<file path="config.mk">
export PLATFORM = sky130hd
export DESIGN_NAME = pipe_ctrl
export DESIGN_NICKNAME = d
export VERILOG_FILES = /design/src/rtl/pipe_ctrl.sv
export SDC_FILE = /design/constraint.sdc
export NUM_CORES = 1
export LEC_CHECK = 0
export CAP_MARGIN = 5
export CORE_MARGIN = 8
export CORE_UTILIZATION = 40
export DETAILED_ROUTE_END_ITERATION = 6
export PLACE_DENSITY = 0.67
export SLEW_MARGIN = 0
export SYNTH_ARGS = -nofsm -noshare
export SYNTH_HDL_FRONTEND = slang
export SYNTH_SLANG_ARGS = --single-unit
</file>
<file path="constraint.sdc">
create_clock -name i_clk -period 3.24 [get_ports i_clk]
set_input_delay 0.81 -clock i_clk [delete_from_list [all_inputs] [get_ports i_clk]]
set_output_delay 0.81 -clock i_clk [all_outputs]
set_load 0.02 [all_outputs]
</file>
<file path="src/rtl/pipe_ctrl.sv">
// pipe_ctrl: ID decode plus ID/EX/MEM/WB control pipeline with load-use stall and forwarding select.
// Optional ILLEGAL_TRAP_EN builds an EX illegal-opcode flag driving o_illegal.
module pipe_ctrl #(
   parameter int ALUOP_W = 4,
   parameter int REG_W = 5,
   localparam int CTRL_W = ALUOP_W + 7
) (
   input  logic              i_clk,
   input  logic              i_rst_n,
   input  logic [31:0]       i_instr,
   input  logic              i_valid,
   input  logic              i_flush,
   input  logic              i_mem_stall,
   output logic [CTRL_W-1:0] o_ex_ctrl,
   output logic [CTRL_W-1:0] o_mem_ctrl,
   output logic [CTRL_W-1:0] o_wb_ctrl,
   output logic              o_ex_valid,
   output logic              o_mem_valid,
   output logic              o_wb_valid,
   output logic [REG_W-1:0]  o_ex_rd,
   output logic [REG_W-1:0]  o_mem_rd,
   output logic [REG_W-1:0]  o_wb_rd,
   output logic [1:0]        o_fwd_a,
   output logic [1:0]        o_fwd_b,
   output logic              o_stall,
   output logic              o_illegal
);
   // bundle = {alu_op, exec_a, exec_b, mem_w, reg_w, mem2reg, bra, jmp}
   localparam logic [CTRL_W-1:0] R_CTRL       = {ALUOP_W'(4'h2), 7'b0001000};
   localparam logic [CTRL_W-1:0] I_JUMP_CTRL  = {ALUOP_W'(4'h0), 7'b1101001};
   localparam logic [CTRL_W-1:0] I_LOAD_CTRL  = {ALUOP_W'(4'h0), 7'b0101100};
   localparam logic [CTRL_W-1:0] I_ARITH_CTRL = {ALUOP_W'(4'h3), 7'b0101000};
   localparam logic [CTRL_W-1:0] I_SYS_CTRL   = {ALUOP_W'(4'hF), 7'b0000000};
   localparam logic [CTRL_W-1:0] I_FENCE_CTRL = {ALUOP_W'(4'hE), 7'b0000000};
   localparam logic [CTRL_W-1:0] S_CTRL       = {ALUOP_W'(4'h0), 7'b0110000};
   localparam logic [CTRL_W-1:0] B_CTRL       = {ALUOP_W'(4'h1), 7'b0000010};
   localparam logic [CTRL_W-1:0] U_LUI_CTRL   = {ALUOP_W'(4'h4), 7'b0101000};
   localparam logic [CTRL_W-1:0] U_AUIPC_CTRL = {ALUOP_W'(4'h0), 7'b1101000};
   localparam logic [CTRL_W-1:0] J_CTRL       = {ALUOP_W'(4'h0), 7'b1101001};
   logic [CTRL_W-1:0] dec_ctrl;
   logic              known, use1, use2;
   logic [REG_W-1:0]  id_rs1, id_rs2, ex_rs1, ex_rs2;
   logic              mem_fw, wb_fw, bubble;
   logic              unused_funct;
   always_comb begin
      dec_ctrl = '0;
      known = 1'b1;
      use1 = 1'b0;
      use2 = 1'b0;
      case (i_instr[6:0])
         7'h33: begin dec_ctrl = R_CTRL; use1 = 1'b1; use2 = 1'b1; end
         7'h67: begin dec_ctrl = I_JUMP_CTRL; use1 = 1'b1; end
         7'h03: begin dec_ctrl = I_LOAD_CTRL; use1 = 1'b1; end
         7'h13: begin dec_ctrl = I_ARITH_CTRL; use1 = 1'b1; end
         7'h73: dec_ctrl = I_SYS_CTRL;
         7'h0F: dec_ctrl = I_FENCE_CTRL;
         7'h23: begin dec_ctrl = S_CTRL; use1 = 1'b1; use2 = 1'b1; end
         7'h63: begin dec_ctrl = B_CTRL; use1 = 1'b1; use2 = 1'b1; end
         7'h37: dec_ctrl = U_LUI_CTRL;
         7'h17: dec_ctrl = U_AUIPC_CTRL;
         7'h6F: dec_ctrl = J_CTRL;
         default: known = 1'b0;
      endcase
   end
   // unused source fields are stored as 0 so they can never match a destination
   assign id_rs1 = use1 ? i_instr[15 +: REG_W] : '0;
   assign id_rs2 = use2 ? i_instr[20 +: REG_W] : '0;
   assign unused_funct = ^{i_instr[31:25], i_instr[14:12]};
   assign o_stall = i_valid & o_ex_valid & o_ex_ctrl[2] & (o_ex_rd != '0) &
                    ((o_ex_rd == id_rs1) | (o_ex_rd == id_rs2));
   assign bubble = i_flush | o_stall | ~i_valid;
   assign mem_fw = o_mem_valid & o_mem_ctrl[3] & (o_mem_rd != '0);
   assign wb_fw = o_wb_valid & o_wb_ctrl[3] & (o_wb_rd != '0);
   assign o_fwd_a = (mem_fw && o_mem_rd == ex_rs1) ? 2'b10 : (wb_fw && o_wb_rd == ex_rs1) ? 2'b01 : 2'b00;
   assign o_fwd_b = (mem_fw && o_mem_rd == ex_rs2) ? 2'b10 : (wb_fw && o_wb_rd == ex_rs2) ? 2'b01 : 2'b00;
   always_ff @(posedge i_clk or negedge i_rst_n) begin
      if (!i_rst_n) begin
         {o_ex_valid, o_ex_ctrl, o_ex_rd, ex_rs1, ex_rs2} <= '0;
         {o_mem_valid, o_mem_ctrl, o_mem_rd} <= '0;
         {o_wb_valid, o_wb_ctrl, o_wb_rd} <= '0;
      end else if (!i_mem_stall) begin
         {o_wb_valid, o_wb_ctrl, o_wb_rd} <= {o_mem_valid, o_mem_ctrl, o_mem_rd};
         {o_mem_valid, o_mem_ctrl, o_mem_rd} <= {o_ex_valid, o_ex_ctrl, o_ex_rd};
         {o_ex_valid, o_ex_ctrl, o_ex_rd, ex_rs1, ex_rs2} <= bubble ? '0 :
            {1'b1, dec_ctrl, i_instr[7 +: REG_W], id_rs1, id_rs2};
      end
   end
`ifdef ILLEGAL_TRAP_EN
   logic ex_illegal;
   always_ff @(posedge i_clk or negedge i_rst_n) begin
      if (!i_rst_n) ex_illegal <= 1'b0;
      else if (!i_mem_stall) ex_illegal <= ~bubble & ~known;
   end
   assign o_illegal = ex_illegal;
`else
   logic unused_known;
   assign unused_known = known;
   assign o_illegal = 1'b0;
`endif
endmodule

</file>
* Word level (Yosys, flattened, before mapping) *
Index checks and enable logic that the tools add are counted.

word-level totals
  input port bits = 37
  output and inout port bits = 57
  logic and storage cells = 60
  register bits after elaboration = 61

cells by class
  equal/unequal tests = 17
  bitwise logic cells = 12
  multiplexer cells = 10
  reductions and logical operators = 10

operator list
  kind                                                                    number
  11-bit case mux with 10 select lines                                    1
  5-bit equality test                                                     6
  7-bit equality test (second input constant)                             4
  27-bit 2-to-1 mux                                                       1
  7-bit by 6-bit equality test with 1-bit output (second input constant)  3
  5-bit nonzero test                                                      3
  7-bit by 5-bit equality test with 1-bit output (second input constant)  2
  5-bit 2-to-1 mux                                                        2
  1-bit AND                                                               8
  7-bit by 2-bit equality test with 1-bit output (second input constant)  1
  7-bit by 4-bit equality test with 1-bit output (second input constant)  1
  6-bit OR reduction                                                      1
  1-bit logical AND                                                       4
  1-bit 2-to-1 mux                                                        4
  2-bit 2-to-1 mux                                                        2
  1-bit OR                                                                3
  3-bit OR reduction                                                      1
  2-bit OR reduction                                                      1
  1-bit NOT                                                               1

* Longest topological paths before layout *
Gate-level depths: netlist of run 1.

  depth in word-level cells = 10
  gate-level depth with buffers = 8

* Least setup slack after synthesis of run 1 *
OpenSTA, ideal clock, no wires.

  kind = input-to-output
  start point = in i_instr[5]
  end point = out o_stall
  arrival = 2326 ps
  data required time = 2430 ps
  path slack = 104 ps
  stages = 7
  path through = buf_2 > nand2b_2 > a2111oi_4 > xnor2_1 > o21a_1 > nand2_1 > a21boi_0

on the way
  word-level cells in the longest chain between the ends = 7
  elaborated cells on any way between the ends = 16
  those cells by class = 8 x eq/ne; 4 x mux; 2 x bitwise; 2 x reduce/logical

RTL lines
  item                                                                       line    RTL
  start, declared                                                            10      input logic [31:0] i_instr,
  7-bit equality test (tied with other cells)                                50      case (i_instr[6:0])
  6-bit OR reduction (no source line) or 3-bit OR reduction (tied branches)  n/a
  1-bit 2-to-1 mux                                                           50
  5-bit 2-to-1 mux (on tied branches)                                        66, 67
  5-bit equality test                                                        70      ((o_ex_rd == id_rs1) | (o_ex_rd == id_rs2));
  1-bit OR *                                                                 70
  1-bit AND *                                                                69      assign o_stall = i_valid & o_ex_valid & o_ex_ctrl[2] & (o_ex_rd != '0) &
  end, declared                                                              25      output logic o_stall,

Mark *: on every way between the ends. The rest lies on a longest branch, timed or not.

* Worst setup path in the final report of run 1 *
  start point = in i_instr[23]
  end point = out o_stall

on the way
  word-level cells in the longest chain between the ends = 4

RTL lines
  item                 line  RTL
  5-bit 2-to-1 mux     67    assign id_rs2 = use2 ? i_instr[20 +: REG_W] : '0;
  5-bit equality test  70
  1-bit OR             70
  1-bit AND            69

Every way passes these cells.

==> results.md, run 1 <==
- Area leader, netlist: dfrtp_1
- Setup crit end: o_stall
- Top-area cell type share of the netlist area: 0.4678
- DP Area: 0.004434 sq mm
- Initial antenna violation count: 0
- Peak VDD IR: 240.3 uV
- Min cycle time layout: 3.154 ns
- Hold Crit Class: register to register
- I/O Buffers: 82
- Cts bufs inserted: 9
- Crit share post-route: 0.9734
- Worst EP arrival: 2.34 ns
- Slowest stage delay, CP: 0.49 ns
- Wire per inst: 16.50 microns
- Synth Cell Area: 0.003263 sq mm
- Yosys reg bits: 61
- Status: completed
- CTS H-tree depth: 3
- Max-slew violations: 0
- Reg2reg start: o_ex_rd[0]
- Post-layout instance area: 0.004742 sq mm
- Via count: 2698
- Vias per cell: 5.110
- Top cells by count, synth: dfrtp_1 (61), nand2_1 (41), mux2_2 (34)
- Reg2reg end: o_ex_rd[3]
- Top delay family on crit path: buffers and inverters
- Internal reg-to-reg setup slack: 1.06 ns
- Critical Path, Cell by Cell: clkdlybuf4s50_1 -> nor4bb_2 -> a31oi_1 -> o2bb2ai_1 -> nand3_1 -> a21boi_2 -> buf_6
- Die H: 106.3 microns
- Final antenna-violating net count: 0
- Leak: 2.252 nW
- RePlAce Congestion: 0.7940
- Net Sw Frac: 0.2515
- Clock Power Share: 0.404
- Pin slew with the least headroom to its limit: 0.7654 ns
- Fin nets: 455
- Vias in the first global route: 2819
- Seq pwr share: 0.428
- DRC: 0
- Fin. Hold Viols: 0
- Clock Latency Late Sink: 0.34 ns
- Tot Pwr: 1.896 mW
- CP Depth: 7
- Routed WL: 8714 microns
- Switching power: 0.4768 mW
- Clock buffer depth: 2
- Worst Hold Slack: 0.5048 ns
- Relative slew slack: 0.4897
- Initial core utilization: 0.4053
- Antenna fix cells: 0
- Largest net degree at the start of global routing: 62
- RSZ-0062 raised after global routing: false
- Root Buffer: clkbuf_8
- FMAX: 317.1 MHz
- Reg2Reg Depth: 9
- Clock-pin slew on the worst setup and hold paths: 0.07 ns
- # setup viols final: 0
- Critical path launch point type: primary input
- Async S/R FF share, synth: 1.000
- Initial DRC Count: 106
- Power Internal: 1.419 mW
- Number of synthesized flops with an enable pin: 0
- P per Cell Area: 399.8 mW/mm^2
- Detail Placement HPWL: 6353 microns
- Die Wd: 106.3 microns
- Gate count after technology mapping: 298
- Layout cells sized above 1: 0.3310
- IO Pins: 94
- Yosys cell types: 51
- Ys flop type: dfrtp_1
- Endpoint class of the critical path: output pin
- Register area share after synthesis: 0.4678
- Crit Path Class: primary input to output pin
- Mapped Nets: 335
- Drt first pass iters: 4
- Grt total ovfl: 0
- Max cap viols: 0
- Synth area leaders: dfrtp_1 (47%), mux2_2 (12%), o21ai_2 (5.4%), nand2_1 (4.7%), xor2_1 (3.8%)
- Critical path peak fanout: 2
- Post-synthesis area per instance: 10.95 sq um
- Fin worst setup slack: 0.08631 ns
- CP required: 2.43 ns
- CP max-delay cell: clkdlybuf4s50_1
- Crit path from: i_instr[23]
- Sink Count: 61
- Synth Warn #: 0
- First-pass GRT wire length: 14230 microns
- Global-route usage over all layers: 0.1553
- Area Overhead vs Synth: 45.32%
- Row Count: 33
- CTS tree: built
- CP bufs+invs: 2
- Final non-filler cell total: 528
- Die area: 0.01130 sq mm
- Pre-CTS WS: -0.7456 ns
- Placed cell count: 510
- Clock skew: 0.009577 ns
- Logic pwr share: 0.168
- Top-count cell post-synth: dfrtp_1
- Core area: 0.008051 sq mm
[cells in the final DEF (no fill, tap or decap), types with 3 or more instances in the layout]
master           count
a31oi_1              4
and2_1               3
buf_4               45
clkbuf_8            11
clkdlybuf4s50_1     65
dfrtp_1             61
dlymetal6s2s_1      10
mux2_2              34
nand2_1             41
nand3_1             17
nor2_1               8
nor3_1               6
nor4_1               3
o211ai_1             4
o21ai_0              3
o21ai_2             20
or2_2                3
or4_1                3
xnor2_1             13
xor2_1              14
[sequential cells by signal (all words and copies together), names as in the netlist]
register and count:
o_ex_rd 5, ex_rs1 5, o_ex_ctrl 11, o_mem_valid 1, o_wb_ctrl 11, ex_rs2 5, o_wb_valid 1, o_mem_rd 5
o_wb_rd 5, o_mem_ctrl 11, o_ex_valid 1
[cell type report]
type,count,area [sq um]
fill,709,3309
inverter,3,11.26
sequential,61,1526
timing repair buffer,128,1174
tap,105,131.4
clock buffer,12,155.1
multi-input combinational,215,1674
clock inverter,4,70.07
[cells by family after synthesis]
group,after synthesis,synth area share
xor gates and xnor gates,27,0.07247
buffers and inverters,22,0.03451
other,1,0.001149
AOI/OAI and AO/OA,53,0.1446
muxes,35,0.1204
and+or+nand+nor,99,0.1591
DFF,61,0.4678
[how the worst min path moves through the flow]
stage | start | to | slack [ns] | cells after the start
floorplan | i_rst_n | ex_rs1[0] | 0.51 | 0
global placement | o_wb_ctrl[2] | o_wb_ctrl[2] | 0.49 | 1
detailed placement | o_wb_ctrl[2] | o_wb_ctrl[2] | 0.49 | 1
CTS | o_wb_ctrl[2] | o_wb_ctrl[2] | 0.51 | 1
global route | o_wb_ctrl[8] | o_wb_ctrl[8] | 0.52 | 1
finish | o_wb_ctrl[0] | o_wb_ctrl[0] | 0.50 | 1
[power by group through the flow]
stage / Clock, mW / Combinational (mW) / Sequential, mW
final: 0.766 / 0.319 / 0.811
after floorplan: 0 / 0.126 / 0.846
after detailed placement: 0 / 0.316 / 0.825
after global placement: 0 / 0.309 / 0.824
after global routing: 0.810 / 0.343 / 0.815
after CTS: 0.777 / 0.319 / 0.810
[stage by stage]
step                        util  setup TNS, ns
after floorplan                -              0
after global placement    0.5507        -0.6799
after detailed placement  0.5507        -0.7456
after CTS                 0.5804        -0.1335
after global routing      0.5890              0
final                     0.5890              0
[layer usage]
layer,GRT usage,up-vias,wire [microns]
met5,0,-,0
met4,0.06834,0,137
met3,0.04537,13,521
met2,0.2417,86,4118
met1,0.1960,1307,3936
li1,-,1292,-
[timing repair]
item	4_1_cts	5_1_grt
gates cloned	0	0
pin swaps	3	7
hold buffers	0	0
setup buffers	0	2
hold endpoints to repair	0	0
setup endpoints to repair	3	1
gates resized for setup	15	22
Note: power is estimated with default switching activity, not from simulation.
==> run 2: changes to the inputs <==
Settings changed: ABC_AREA from default to 0, PLACE_DENSITY 0.67 to 0.7, RECOVER_POWER from default to 100.
Clock period 3.24 ns to 2.9 ns, I/O delays scaled along.
==> run 2 against run 1 <==
Effect of this change:
- the run now ends with max-capacitance violations, max-slew violations left
- total power increased by 3.9%
- die area unchanged
- worst setup slack got worse by 0.060 ns
- largest power group unchanged
==> results.md, run 2 (synthesis results as in run 1) <==
- DP Area: 0.004477 sq mm (was 0.004434 sq mm)
- Fin nets: 467 (was 455)
- Seq pwr share: 0.457 (was 0.428)
- Met1 usage: 0.2121 (was 0.1960)
- # setup viols final: 0 (unchanged)
- Die H: 106.3 microns (unchanged)
- # fillers: 722 (was 709)
- Leak: 2.375 nW (was 2.252 nW)
- Hold Crit Class: register to register (unchanged)
- Row Count: 33 (unchanged)
- Failing checks: max-capacitance violations, max-slew violations
- Die Wd: 106.3 microns (unchanged)
- RePlAce Congestion: 0.8397 (was 0.7940)
- Die area: 0.01130 sq mm (unchanged)
- Clock-pin slew on the worst setup and hold paths: 0.07 ns (about the same)
- Busiest grt layer: met2 (unchanged)
- Reg2reg end: o_ex_rd[3] (unchanged)
- Crit path from: i_instr[20] (was i_instr[23])
- Crit share post-route: 0.9908
- Clock buffer depth: 2 (unchanged)
- Routed WL: 8885 microns (was 8714 microns)
- Peak VDD IR: 235.5 uV (was 240.3 uV)
- Initial DRC Count: 127 (was 106)
- Hold depth: 1 (unchanged)
- Logic pwr share: 0.194 (was 0.168)
- Vias in the first global route: 2862 (was 2819)
- Endpoint class of the critical path: output pin (unchanged)
- Area Overhead vs Synth: 45.09% (was 45.32%)
- Crit Path Class: primary input to output pin (unchanged)
- Clock Latency Late Sink: 0.35 ns (was 0.34 ns)
- Detail Placement HPWL: 6553 microns (was 6353 microns)
- CTS H-tree depth: 3 (unchanged)
- CTS Hold Buffers Added: 0 (unchanged)
- Initial core utilization: 0.4053 (unchanged)
- DRC: 0 (unchanged)
- Critical path launch point type: primary input (unchanged)
- Internal reg-to-reg setup slack: 0.29 ns (was 1.06 ns)
- Fin Setup TNS: 0 ns (unchanged)
- Critical path peak fanout: 2 (unchanged)
- Grt total ovfl: 0 (unchanged)
- Fin. Hold Viols: 0 (unchanged)
- Placed cell count: 514 (was 510)
- Initial antenna violation count: 0 (unchanged)
- First-pass GRT wire length: 14480 microns (was 14230 microns)
- Clock Power Share: 0.349 (was 0.404)
- Cts bufs inserted: 9 (unchanged)
- Fin worst setup slack: 0.02677 ns (was 0.08631 ns)
- Net Sw Frac: 0.2865 (was 0.2515)
- Clock skew: 0.01013 ns (was 0.009577 ns)
- FMAX: 348.0 MHz
- Antenna fix cells: 0 (unchanged)
- I/O Buffers: 82 (unchanged)
- Final antenna-violating net count: 0 (unchanged)
- P per Cell Area: 416.2 mW/mm^2 (was 399.8 mW/mm^2)
- Power Internal: 1.406 mW (was 1.419 mW)
- Pre-CTS WS: -0.8249 ns (was -0.7456 ns)
- CP required: 2.17 ns (was 2.43 ns)
- Multi-input logic area: 0.001693 sq mm (was 0.001674 sq mm)
- M3 GR Usage: 0.04416 (was 0.04537)
- Root Buffer: clkbuf_8 (unchanged)
- Reg2reg start: o_ex_rd[2] (was o_ex_rd[0])
- Wire per inst: 16.45 microns (was 16.50 microns)
- IO Pins: 94 (unchanged)
- CTS tree: built (unchanged)
- Relative slew slack: -0.02954 (was 0.4897)
- Vias per cell: 5.139 (was 5.110)
- Max cap viols: 2 (was 0)
- Post-layout instance area: 0.004735 sq mm (was 0.004742 sq mm)
- Commonest non-fill, non-tap cells in the layout: dfrtp_1 (61), dlygate4sd3_1 (50), buf_4 (49) (was clkdlybuf4s50_1 (65), dfrtp_1 (61), buf_4 (45))
- Commonest non-fill, non-tap cell in the layout: dfrtp_1 (was clkdlybuf4s50_1)
- Max-slew violations: 30 (was 0)
- Min cycle time layout: 2.873 ns
- Via count: 2775 (was 2698)
- Tot Pwr: 1.970 mW (was 1.896 mW)
- Drt first pass iters: 4 (unchanged)
- Seq. cell area: 0.001526 sq mm (unchanged)
- Core area: 0.008051 sq mm (unchanged)
- Switching power: 0.5646 mW (was 0.4768 mW)
- Final non-filler cell total: 540 (was 528)
- Met2 global-route usage: 0.2413 (was 0.2417)
- Worst EP arrival: 2.15 ns (was 2.34 ns)
- Reg2Reg Depth: 9 (unchanged)
- Sink Count: 61 (unchanged)
- RSZ-0062 raised after global routing: true (was false)
- Global-route usage over all layers: 0.1600 (was 0.1553)
- Hold Startpoint: o_wb_ctrl[4] (was o_wb_ctrl[0])
- Layout cells sized above 1: 0.3471 (was 0.3310)
- Worst Hold End: o_wb_ctrl[4] (was o_wb_ctrl[0])
- Largest net degree at the start of global routing: 34 (was 62)
- Status: finished with violations (was completed)
- Pin slew with the least headroom to its limit: 1.544 ns (was 0.7654 ns)
==> run 2: cell types whose count changed in the layout (fill, tap and decap cells not counted), sizes merged, moves of 2 or more <==
cell | before | now
buf | 49 | 52
dlymetal6s2s | 10 | 7
clkdlybuf4s50 | 65 | 10
dlygate4sd3 | 0 | 50
clkbuf | 14 | 31
bufinv | 2 | 0
clkinvlp | 0 | 2
==> run 2: power by group through the flow <==
stage / combinational, mW / sequential [mW] / clock (mW)
floorplan: 0.141 / 0.946 / 0
global placement: 0.358 / 0.915 / 0
detailed placement: 0.363 / 0.916 / 0
finish: 0.382 / 0.900 / 0.688
global route: 0.416 / 0.904 / 0.739
CTS: 0.378 / 0.900 / 0.705
==> run 2: routing by layer <==
metal | vias to the layer above | part of all wire
met4 | 0 | 0.019
li1 | 1330 | -
met1 | 1342 | 0.45
met5 | - | 0
met3 | 13 | 0.065
met2 | 90 | 0.46
==> run 2: through the flow <==
step / hold slack, ns / util
floorplan: 0.4294 / -
global placement: 0.4871 / 0.5560
detailed placement: 0.4921 / 0.5560
CTS: 0.4205 / 0.5866
global route: 0.5236 / 0.5880
finish: 0.5003 / 0.5880
==> run 2: worst max path at each step <==
stage                     depth (start not counted)  slack (ns)         end
after detailed placement                          8       -0.82     o_stall
after CTS                                         8       -0.13     o_stall
after global routing                              8       -0.04     o_stall
final                                             7        0.03     o_stall
after global placement                            8       -0.74     o_stall
after floorplan                                   4        0.04  o_fwd_b[0]
==> run 2: cell type report <==
cell class,instances,area share
clock buffers,12,0.03066
clock inverters,4,0.006871
inverters,3,0.002378
multi-input cells,215,0.3576
flip-flops and latches,61,0.3224
well taps,105,0.02775
repair buffers,140,0.2524
==> run 2: critical path, stage by stage <==
cell             delay (ns)
clkdlybuf4s50_1        0.44
nor4bb_2               0.28
a31oi_1                0.08
o2bb2ai_2              0.19
nand3_2                0.10
a21boi_2               0.19
buf_6                  0.14
==> run 2: repair_timing <==
| action | in CTS | in global routing |
|---|---|---|
| pin swaps | 7 | 11 |
| hold endpoints to repair | 0 | 0 |
| resized for setup | 33 | 42 |
| setup buffers | 5 | 5 |
| endpoints found under the setup margin | 5 | 4 |
